[config.mk]
export PLATFORM = sky130hd
export DESIGN_NAME = pulse_stretcher_flat
export DESIGN_NICKNAME = d
export VERILOG_FILES = /design/src/rtl/pulse_stretcher_if.sv /design/src/rtl/pulse_stretcher.sv /design/src/flat_wrapper.sv
export SDC_FILE = /design/constraint.sdc
export NUM_CORES = 1
export LEC_CHECK = 0
export ABC_CLOCK_PERIOD_IN_PS = 5700
export CAP_MARGIN = 0
export CORE_MARGIN = 2
export CORE_UTILIZATION = 34
export CTS_CLUSTER_DIAMETER = 80
export DETAILED_ROUTE_END_ITERATION = 16
export PLACE_DENSITY = 0.52
export SYNTH_ARGS = -nofsm -noshare
export SYNTH_HDL_FRONTEND = slang
export SYNTH_SLANG_ARGS = --single-unit
[constraint.sdc]
create_clock -name clk -period 5.7 [get_ports clk]
set_clock_uncertainty 0.2 [all_clocks]
set_input_delay 1.71 -clock clk [delete_from_list [all_inputs] [get_ports clk]]
set_output_delay 1.71 -clock clk [all_outputs]
set_load 0.05 [all_outputs]
[src/rtl/pulse_stretcher_if.sv]
// rtl/pulse_stretcher_if.sv - event/indication bundle between a trigger source and the pulse stretcher
interface pulse_stretcher_if #(
    parameter int QDEPTH = 3
);
    localparam int PW = $clog2(QDEPTH + 1);

    logic          trig;
    logic          out_level;
    logic          busy;
    logic [PW-1:0] pending;
    logic          drop;

    // Trigger source side
    modport master (
        output trig,
        input  out_level,
        input  busy,
        input  pending,
        input  drop
    );

    // Stretcher side
    modport slave (
        input  trig,
        output out_level,
        output busy,
        output pending,
        output drop
    );
endinterface

[src/rtl/pulse_stretcher.sv]
// rtl/pulse_stretcher.sv - stretches trig events into HOLD high / GAP low levels; PULSE_STRETCHER_QUEUE_EN enables event queueing
module pulse_stretcher #(
    parameter int HOLD_CYCLES = 1000,
    parameter int GAP_CYCLES  = 1000,
    parameter int QDEPTH      = 3
) (
    input  logic               clk,
    input  logic               rst_n,
    pulse_stretcher_if.slave   bus
);
    localparam int MAXC = (HOLD_CYCLES > GAP_CYCLES) ? HOLD_CYCLES : GAP_CYCLES;
    localparam int CW   = $clog2(MAXC + 1);
    localparam int PW   = $clog2(QDEPTH + 1);

    localparam logic [CW-1:0] HOLD_LOAD = CW'(HOLD_CYCLES - 1);
    localparam logic [CW-1:0] GAP_LOAD  = CW'(GAP_CYCLES - 1);

    typedef enum logic [1:0] {
        IDLE = 2'd0,
        HOLD = 2'd1,
        GAP  = 2'd2
    } state_t;

    state_t        state_q, state_d;
    logic [CW-1:0] cnt_q, cnt_d;
    logic          out_level_q, out_level_d;
    logic          busy_q, busy_d;
    logic          drop_q, drop_d;

`ifdef PULSE_STRETCHER_QUEUE_EN
    localparam logic [PW-1:0] QMAX = PW'(QDEPTH);
    logic [PW-1:0] pending_q, pending_d;
`endif

    // Next-state, counter and output computation
    always_comb begin
        state_d     = state_q;
        cnt_d       = cnt_q;
        out_level_d = out_level_q;
        busy_d      = busy_q;
        drop_d      = 1'b0;
`ifdef PULSE_STRETCHER_QUEUE_EN
        pending_d   = pending_q;
`endif
        case (state_q)
            IDLE: begin
                if (bus.trig) begin
                    state_d     = HOLD;
                    cnt_d       = HOLD_LOAD;
                    out_level_d = 1'b1;
                    busy_d      = 1'b1;
                end
            end
            HOLD, GAP: begin
                if (state_q == GAP && cnt_q == '0) begin
`ifdef PULSE_STRETCHER_QUEUE_EN
                    // A trig here lands in the slot freed by this pop, so it is never dropped;
                    // with an empty queue the same trig is popped straight into the next hold.
                    if (pending_q != '0 || bus.trig) begin
                        state_d     = HOLD;
                        cnt_d       = HOLD_LOAD;
                        out_level_d = 1'b1;
                        if (!bus.trig) begin
                            pending_d = pending_q - PW'(1);
                        end
                    end else begin
                        state_d = IDLE;
                        busy_d  = 1'b0;
                    end
`else
                    drop_d  = bus.trig;
                    state_d = IDLE;
                    busy_d  = 1'b0;
`endif
                end else begin
                    if (cnt_q == '0) begin
                        state_d     = GAP;
                        cnt_d       = GAP_LOAD;
                        out_level_d = 1'b0;
                    end else begin
                        cnt_d = cnt_q - CW'(1);
                    end
`ifdef PULSE_STRETCHER_QUEUE_EN
                    if (bus.trig) begin
                        if (pending_q < QMAX) begin
                            pending_d = pending_q + PW'(1);
                        end else begin
                            drop_d = 1'b1;
                        end
                    end
`else
                    drop_d = bus.trig;
`endif
                end
            end
            default: begin
                state_d     = IDLE;
                cnt_d       = '0;
                out_level_d = 1'b0;
                busy_d      = 1'b0;
            end
        endcase
    end

    // State and registered outputs; reset clears everything including the queue
    always_ff @(posedge clk or negedge rst_n) begin
        if (!rst_n) begin
            state_q     <= IDLE;
            cnt_q       <= '0;
            out_level_q <= 1'b0;
            busy_q      <= 1'b0;
            drop_q      <= 1'b0;
`ifdef PULSE_STRETCHER_QUEUE_EN
            pending_q   <= '0;
`endif
        end else begin
            state_q     <= state_d;
            cnt_q       <= cnt_d;
            out_level_q <= out_level_d;
            busy_q      <= busy_d;
            drop_q      <= drop_d;
`ifdef PULSE_STRETCHER_QUEUE_EN
            pending_q   <= pending_d;
`endif
        end
    end

    assign bus.out_level = out_level_q;
    assign bus.busy      = busy_q;
    assign bus.drop      = drop_q;
`ifdef PULSE_STRETCHER_QUEUE_EN
    assign bus.pending   = pending_q;
`else
    assign bus.pending   = '0;
`endif
endmodule

[src/flat_wrapper.sv]
// flat-port wrapper written by rule: the top's interface ports become plain ports
module pulse_stretcher_flat 
#(
    parameter int HOLD_CYCLES = 1000,
    parameter int GAP_CYCLES  = 1000,
    parameter int QDEPTH      = 3
)
  (clk, rst_n, bus_trig, bus_out_level, bus_busy, bus_pending, bus_drop);
  pulse_stretcher_if #(.QDEPTH(QDEPTH)) bus_i ();
  input  logic clk;
  input  logic rst_n;
  input wire logic [$bits(bus_i.trig)-1:0] bus_trig;
  output wire logic [$bits(bus_i.out_level)-1:0] bus_out_level;
  output wire logic [$bits(bus_i.busy)-1:0] bus_busy;
  output wire logic [$bits(bus_i.pending)-1:0] bus_pending;
  output wire logic [$bits(bus_i.drop)-1:0] bus_drop;
  assign bus_i.trig = bus_trig;
  assign bus_out_level = bus_i.out_level;
  assign bus_busy = bus_i.busy;
  assign bus_pending = bus_i.pending;
  assign bus_drop = bus_i.drop;
  pulse_stretcher #(.HOLD_CYCLES(HOLD_CYCLES), .GAP_CYCLES(GAP_CYCLES), .QDEPTH(QDEPTH)) u_core (.clk(clk), .rst_n(rst_n), .bus(bus_i));
endmodule
==> results of run 1 <==
stage by stage:
| stage | setup slack, ns | std cells | hold WS [ns] | area (um^2) |
|---|---|---|---|---|
| floorplan | 2.94 | 114 | 0.290 | 1100 |
| global placement | 2.24 | 159 | 0.324 | 1180 |
| detailed placement | 2.21 | 159 | 0.323 | 1180 |
| CTS | 2.33 | 163 | 0.352 | 1210 |
| global route | 2.27 | 163 | 0.387 | 1210 |
| finish | 2.34 | 163 | 0.345 | 1210 |
worst max-delay path by stage:
stage                                     start                          end  cells after the start
2_1_floorplan                          bus_trig  u_core.cnt_q[0]$_DFFE_PN0P_                      3
3_3_place_gp                           bus_trig  u_core.cnt_q[0]$_DFFE_PN0P_                      4
3_5_place_dp                           bus_trig  u_core.cnt_q[1]$_DFFE_PN0P_                      4
4_1_cts        u_core.bus.out_level$_DFFE_PN0P_                bus_out_level                      1
5_1_grt        u_core.bus.out_level$_DFFE_PN0P_                bus_out_level                      1
6_report       u_core.bus.out_level$_DFFE_PN0P_                bus_out_level                      1
flip-flops by register name, summed over array words and instances, names as in the netlist:
register	cells
u_core.bus.busy	1
u_core.cnt_q	10
u_core.bus.out_level	1
u_core.bus.drop	1
u_core.state_q	2
area by class of cell:
type / instances / share of cell area
multi-input combinational: 88 / 0.557
inverter: 7 / 0.0218
tap: 44 / 0.0456
timing repair buffer: 5 / 0.0415
sequential: 15 / 0.311
clock inverter: 1 / 0.00415
clock buffer: 3 / 0.0187
power by group through the flow:
stage	clock network, W	registers, W	logic [W]
global placement	0	0.000109	0.00000915
finish	0.0000663	0.000107	0.00000908
global route	0.0000713	0.000107	0.00000981
CTS	0.0000655	0.000107	0.00000938
floorplan	0	0.000110	0.00000429
detailed placement	0	0.000109	0.00000938
routing by layer:
layer,GRT usage,vias up,routed length (um)
met5,0,-,0
met4,0.0590,0,31
met3,0.0277,4,100
met2,0.264,20,1240
met1,0.213,468,1180
li1,-,442,-
logic make-up after synthesis:
| family | synth area share |
|---|---|
| mux | 0.0275 |
| simple gates | 0.227 |
| other cells | 0.00343 |
| flops | 0.343 |
| buf+inv | 0.0458 |
| fa+ha+maj | 0.0572 |
| compound gates | 0.288 |
| xor+xnor | 0.00801 |
placed cells by master (no fill, tap or decap), drive strengths merged, types with 2 or more instances in the layout:
cell	netlist	routed
and2	2	2
nor2	6	6
o211ai	3	3
a211oi	3	3
nor2b	4	4
o32a	2	2
nand2	4	4
o21ai	2	2
or3	2	2
dfrtp	15	15
ha	5	5
a31oi	2	2
nor3	4	4
o31ai	3	3
conb	1	2
nand3	3	3
o41ai	2	2
nand2b	3	3
mux2	2	2
nand4	4	4
clkdlybuf4s50	0	5
a21oi	12	12
inv	7	7
a221oi	2	2
clkbuf	0	3
==> summary.md, run 1 <==
| Metric | Value |
|---|---|
| CP Buf/Inv Count | 1 |
| Part of the power in registers | 0.586 |
| Initial antenna violation count | 0 |
| Dpl hpwl | ~1.9 mm |
| Register Area | 375 um^2 |
| Synthesized instance count | 113 |
| Critical Path RT | roughly 3.8 ns |
| Total track usage | 0.161 |
| Critical-path maximum fanout | 2 |
| CP arrival | roughly 1.5 ns |
| Min-delay src | u_core.bus.busy$_DFFE_PN0P_ |
| Count leader, synth | dfrtp_1 |
| Root buffer cell | clkbuf_4 |
| Clock power frac | 0.364 |
| Initial Util | 0.358 |
| Largest area contributor in the netlist | dfrtp_1 |
| Placer congestion estimate | just over 0.8 |
| Bufs on Longest Clock Path | 2 |
| DR vias/cell | 5.73 |
| Post_cts resized | 0 |
| Syn. warnings | 0 |
| Static Leak | ~0.51 nW |
| Die Y-Extent | 60.7 um |
| Fin. max-slew vios | 0 |
| Logic pwr share | 0.050 |
| Per-cell routed wire length | about 16 um |
| Delay-heaviest family, CP | buffers and inverters |
| Setup crit end kind | output pin |
| Clk slew on worst S/H paths | 0.09 ns |
| Die area | 0.00369 mm^2 |
| Synth cell types | 47 |
| Switching Power | 0.0000473 W |
| RR Startpoint | u_core.cnt_q[2]$_DFFE_PN0P_ |
| Synth Area per Inst | between 9 and 10 um^2 |
| Critical path's slowest cell | clkdlybuf4s50_1 |
| Hold endpoint | u_core.bus.busy$_DFFE_PN0P_ |
| Grt ovf | 0 |
| Worst R2R End | u_core.cnt_q[1]$_DFFE_PN0P_ |
| Drt total wl | 2.55 mm |
| Total vias in the final route | 934 |
| Core area | 0.00305 mm^2 |
| Synthesis-to-layout area growth | 10.3% |
| Port buffer count | 5 |
| Num ports | 8 |
| Vias in the first global route | 910 |
| Setup crit start kind | flop |
| Antenna Nets Post-Route | 0 |
| CTS tree | built |
| Flop-to-flop setup slack | 3.41 ns |
| Fin Setup TNS | 0 ns |
| Pwr per Cell Area | 151 mW/mm^2 |
| Slew headroom | 0.457 |
| TritonRoute pass-1 iters | 4 |
| P_int | 0.000135 W |
| Net Sw Frac | 0.259 |
| Top cells by area, synth | dfrtp_1, ha_1, a21oi_1 |
| Antenna cells | 0 |
| H-tree levels | 1 |
| Fin crit share | 0.589 |
| Fin nets | 128 |
| Least-Margin Pin Slew | approximately 0.81 ns |
| Max-cap violations | 0 |
| CP cell instances | clkdlybuf4s50_1 |
| Largest net degree at the start of global routing | 16 |
| Main flop type after synthesis | dfrtp_1 |
| Crit-path max cell delay | a little over 0.8 ns |
| Clock sink count | 15 |
| # hold bufs at CTS | 0 |
| Layout cell share with drive strength beyond 1 | 0.143 |
| Clk Latency, worst-skew pair | 0.30 ns |
| First-pass GRT wire length | approximately 4.3 mm |
| Core Util, Final | 0.395 |
| FILL cells | 331 |
| DRC Markers | 0 |
| Die X | 60.7 um |
| Worst min path class | reg2reg |
| # rows | 20 |
| Unrepaired setup endpoints after global routing | no |
| Status | completed |
| Overall power | between 0.00015 and 0.0002 W |
| Fmax | 298 MHz |
| Worst Hold Depth | 2 |
| VDD IR-drop max | 0.0795 mV |
| Mapped Area | 0.00109 mm^2 |
| Multi-input gate area | 672 um^2 |
| Setup Viol. Count Final | 0 |
| FFs w/ async S/R, synth | 1.00 |
| Num CTS Buffers | 3 |
| Synth top area share | 0.343 |
| DR iter-0 viols | 28 |
| Hold Violations, Final | 0 |
| Sequential share of the synthesized area | 0.343 |
| Final min period | 3.36 ns |
| Post-CTS setup buffer count | 0 |
| Setup CP Type | reg2out |
| Reg2reg path depth | 4 |
| Leading cell types by count after synthesis | dfrtp_1, a21oi_1, inv_1 |
| EDFF count, synth | 0 |
| Seq cells post-synth | 15 |
Note: power is estimated with default switching activity, not from simulation.
==> run 2: changes to the inputs <==
--- a/config.mk
+++ b/config.mk
@@ -5,7 +5,7 @@
 export SDC_FILE = /design/constraint.sdc
 export NUM_CORES = 1
 export LEC_CHECK = 0
-export ABC_CLOCK_PERIOD_IN_PS = 5700
+export ABC_CLOCK_PERIOD_IN_PS = 3450
 export CAP_MARGIN = 0
 export CORE_MARGIN = 2
 export CORE_UTILIZATION = 34
==> constraint.sdc (replaced) <==
create_clock -name clk -period 3.45 [get_ports clk]
set_clock_uncertainty 0.2 [all_clocks]
set_input_delay 1.035 -clock clk [delete_from_list [all_inputs] [get_ports clk]]
set_output_delay 1.035 -clock clk [all_outputs]
set_load 0.05 [all_outputs]
==> results of run 2 <==
Same layout as run 1 (identical final DEF). Status: completed.
Main changes from that run: setup slack after placement 2.21 ns -> 0.638 ns; setup slack after layout 2.34 ns -> 0.765 ns; register-to-register setup slack 3.41 ns -> 1.16 ns; total power 0.000182 W -> 0.000301 W; worst IR drop on VDD 0.0795 mV -> 0.131 mV
==> run 3: changes to the inputs <==
--- a/config.mk
+++ b/config.mk
@@ -5,7 +5,7 @@
 export SDC_FILE = /design/constraint.sdc
 export NUM_CORES = 1
 export LEC_CHECK = 0
-export ABC_CLOCK_PERIOD_IN_PS = 3450
+export ABC_CLOCK_PERIOD_IN_PS = 2600
 export CAP_MARGIN = 0
 export CORE_MARGIN = 2
 export CORE_UTILIZATION = 34
==> constraint.sdc (replaced) <==
create_clock -name clk -period 2.6 [get_ports clk]
set_clock_uncertainty 0.2 [all_clocks]
set_input_delay 0.78 -clock clk [delete_from_list [all_inputs] [get_ports clk]]
set_output_delay 0.78 -clock clk [all_outputs]
set_load 0.05 [all_outputs]
==> summary.md, run 3 (same netlist as run 1, synthesis figures left out) <==
| Metric | Value |
|---|---|
| Die area | 0.00369 mm^2 (unchanged) |
| Max-cap violations | 0 (unchanged) |
| Total track usage | 0.166 (was 0.161) |
| CTS tree | built (unchanged) |
| Critical path's slowest cell | clkdlybuf4s50_1 (unchanged) |
| CP cell instances | clkdlybuf4s50_1 (unchanged) |
| Die X | 60.7 um (unchanged) |
| Reg2reg path depth | 5 (was 4) |
| Fin Setup TNS | 0 ns (unchanged) |
| Critical-path maximum fanout | 2 (unchanged) |
| Critical Path Stages | 1 (unchanged) |
| TritonRoute pass-1 iters | 4 (unchanged) |
| Final Non-Filler Cells | 169 (was 163) |
| Placer congestion estimate | 0.840 (was 0.817) |
| Setup crit end kind | output pin (unchanged) |
| Slew headroom | 0.636 (was 0.457) |
| Status | completed (unchanged) |
| Multi-input gate area | 672 um^2 (unchanged) |
| Antenna cells | 0 (unchanged) |
| Num CTS Buffers | 3 (unchanged) |
| Port buffer count | 5 (unchanged) |
| Per-cell routed wire length | 15.2 um (was 15.7 um) |
| Fin crit share | 0.939 |
| DR iter-0 viols | 25 (was 28) |
| Placed Cells | 165 (was 159) |
| Core area | 0.00305 mm^2 (unchanged) |
| Critical Path RT | 1.62 ns (was 2.21 ns) |
| Static Leak | 0.535 nW (was 0.509 nW) |
| P_int | 0.000300 W (was 0.000223 W) |
| Clk Latency, worst-skew pair | 0.28 ns (was 0.30 ns) |
| Most frequent cells in the layout | dfrtp_1, a21oi_1, inv_1 (unchanged) |
| Register Area | 375 um^2 (unchanged) |
| Critical path startpoint | u_core.bus.busy$_DFFE_PN0P_ (was u_core.bus.out_level$_DFFE_PN0P_) |
| H-tree levels | 1 (unchanged) |
| Clk slew on worst S/H paths | 0.09 ns (about the same) |
| Antenna Nets Post-Route | 0 (unchanged) |
| Setup Viol. Count Final | 0 (unchanged) |
| Unrepaired setup endpoints after global routing | no (unchanged) |
| Fin nets | 134 (was 128) |
| Switching Power | 0.0000916 W (was 0.0000781 W) |
| DRC Markers | 0 (unchanged) |
| First-pass GRT wire length | 4.53 mm (was 4.33 mm) |
| Synthesis-to-layout area growth | 14.3% (was 10.3%) |
| Largest net degree at the start of global routing | 15 (was 16) |
| Initial antenna violation count | 0 (unchanged) |
| Crit-path max cell delay | 0.81 ns (about the same) |
| FILL cells | 325 (was 331) |
| Root buffer cell | clkbuf_4 (unchanged) |
| Clock sink count | 15 (unchanged) |
| Initial Util | 0.358 (unchanged) |
| Drt total wl | 2.57 mm (was 2.55 mm) |
| # hold bufs at CTS | 0 (unchanged) |
| Setup crit start kind | flop (unchanged) |
| # rows | 20 (unchanged) |
| Final min period | 2.44 ns |
| Logic pwr share | 0.057 (was 0.050) |
| Vias in the first global route | 934 (was 910) |
| Num ports | 8 (unchanged) |
| DR vias/cell | 5.53 (was 5.73) |
| Least-Margin Pin Slew | 0.542 ns (was 0.810 ns) |
| Worst Hold Depth | 1 (was 2) |
| Pwr per Cell Area | 313 mW/mm^2 (was 250 mW/mm^2) |
| Largest register FFs | 10 (unchanged) |
| Dpl hpwl | 1.99 mm (was 1.89 mm) |
| CP arrival | 1.46 ns (was 1.45 ns) |
| VDD IR-drop max | 0.203 mV (was 0.131 mV) |
| Clock power frac | 0.345 (was 0.364) |
| Die Y-Extent | 60.7 um (unchanged) |
| RR Startpoint | u_core.state_q[0]$_DFFE_PN0P_ (was u_core.cnt_q[2]$_DFFE_PN0P_) |
| Most common cell after layout, fill and taps aside | dfrtp_1 (unchanged) |
| Layout cell share with drive strength beyond 1 | 0.176 (was 0.143) |
| Largest Register | u_core.cnt_q (unchanged) |
| Worst min path class | reg2reg (unchanged) |
| Delay-heaviest family, CP | buffers and inverters (unchanged) |
| CP Buf/Inv Count | 1 (unchanged) |
| Part of the power in registers | 0.598 (was 0.586) |
| Hold Violations, Final | 0 (unchanged) |
| Bufs on Longest Clock Path | 2 (unchanged) |
| Fin. max-slew vios | 0 (unchanged) |
| Min-delay src | u_core.cnt_q[4]$_DFFE_PN0P_ (was u_core.bus.busy$_DFFE_PN0P_) |
| Net Sw Frac | 0.234 (was 0.259) |
| Post_cts resized | 0 (unchanged) |
| Fmax | roughly 400 MHz |
| Top Registers | u_core.cnt_q x10, u_core.state_q x2 (unchanged) |
| Grt ovf | 0 (unchanged) |
| Total vias in the final route | 934 (unchanged) |
| Setup CP Type | reg2out (unchanged) |
| Post-CTS setup buffer count | 0 (unchanged) |
## run 3: cell count changes in the layout (fill, tap and decap cells not counted), sizes merged
cell,delta
buf,+6
clkbuf,+1
clkinv,-1
## run 3: area by class of cell
type                    count  share of cell area
multi-input cells          88               0.538
repair buffers             11              0.0761
well taps                  44              0.0440
flip-flops and latches     15               0.300
inverters                   7              0.0210
clock buffers               4              0.0210
## run 3: metal layers
layer,wire length (um),vias up,part of all wire,GRT usage
met4,44,0,0.017,0.0870
met3,45,4,0.018,0.0299
met1,1250,463,0.49,0.226
li1,-,455,-,-
met5,0,-,0,0
met2,1230,12,0.48,0.250
## run 3: worst paths after layout
path,slack [ns],end
max,0.16,bus_busy
min,0.36,u_core.cnt_q[4]$_DFFE_PN0P_
max reg2reg,0.51,u_core.cnt_q[7]$_DFFE_PN0P_
min reg2reg,0.36,u_core.cnt_q[4]$_DFFE_PN0P_
max in group asynchronous,1.24,u_core.cnt_q[3]$_DFFE_PN0P_
min in group asynchronous,0.53,u_core.bus.drop$_DFF_PN0_
## run 3: metrics by stage
| stage | hold slack [ns] | power, W | util | area (um^2) | worst slack (ns) |
|---|---|---|---|---|---|
| finish | 0.358 | 0.000392 | 0.409 | 1250 | 0.159 |
| global route | 0.391 | 0.000412 | 0.409 | 1250 | 0.0899 |
| global placement | 0.326 | 0.000261 | 0.401 | 1220 | 0.184 |
| CTS | 0.366 | 0.000398 | 0.409 | 1250 | 0.141 |
| floorplan | 0.284 | 0.000251 | - | 1100 | 0.712 |
| detailed placement | 0.342 | 0.000262 | 0.401 | 1220 | 0.170 |
## run 3: power by group through the flow
stage / combinational [W] / clock [W] / sequential [W]
2_1_floorplan: 0.00000941 / 0 / 0.000242
3_3_place_gp: 0.0000228 / 0 / 0.000239
3_5_place_dp: 0.0000230 / 0 / 0.000239
4_1_cts: 0.0000230 / 0.000141 / 0.000234
5_1_grt: 0.0000241 / 0.000153 / 0.000234
6_report: 0.0000223 / 0.000135 / 0.000234
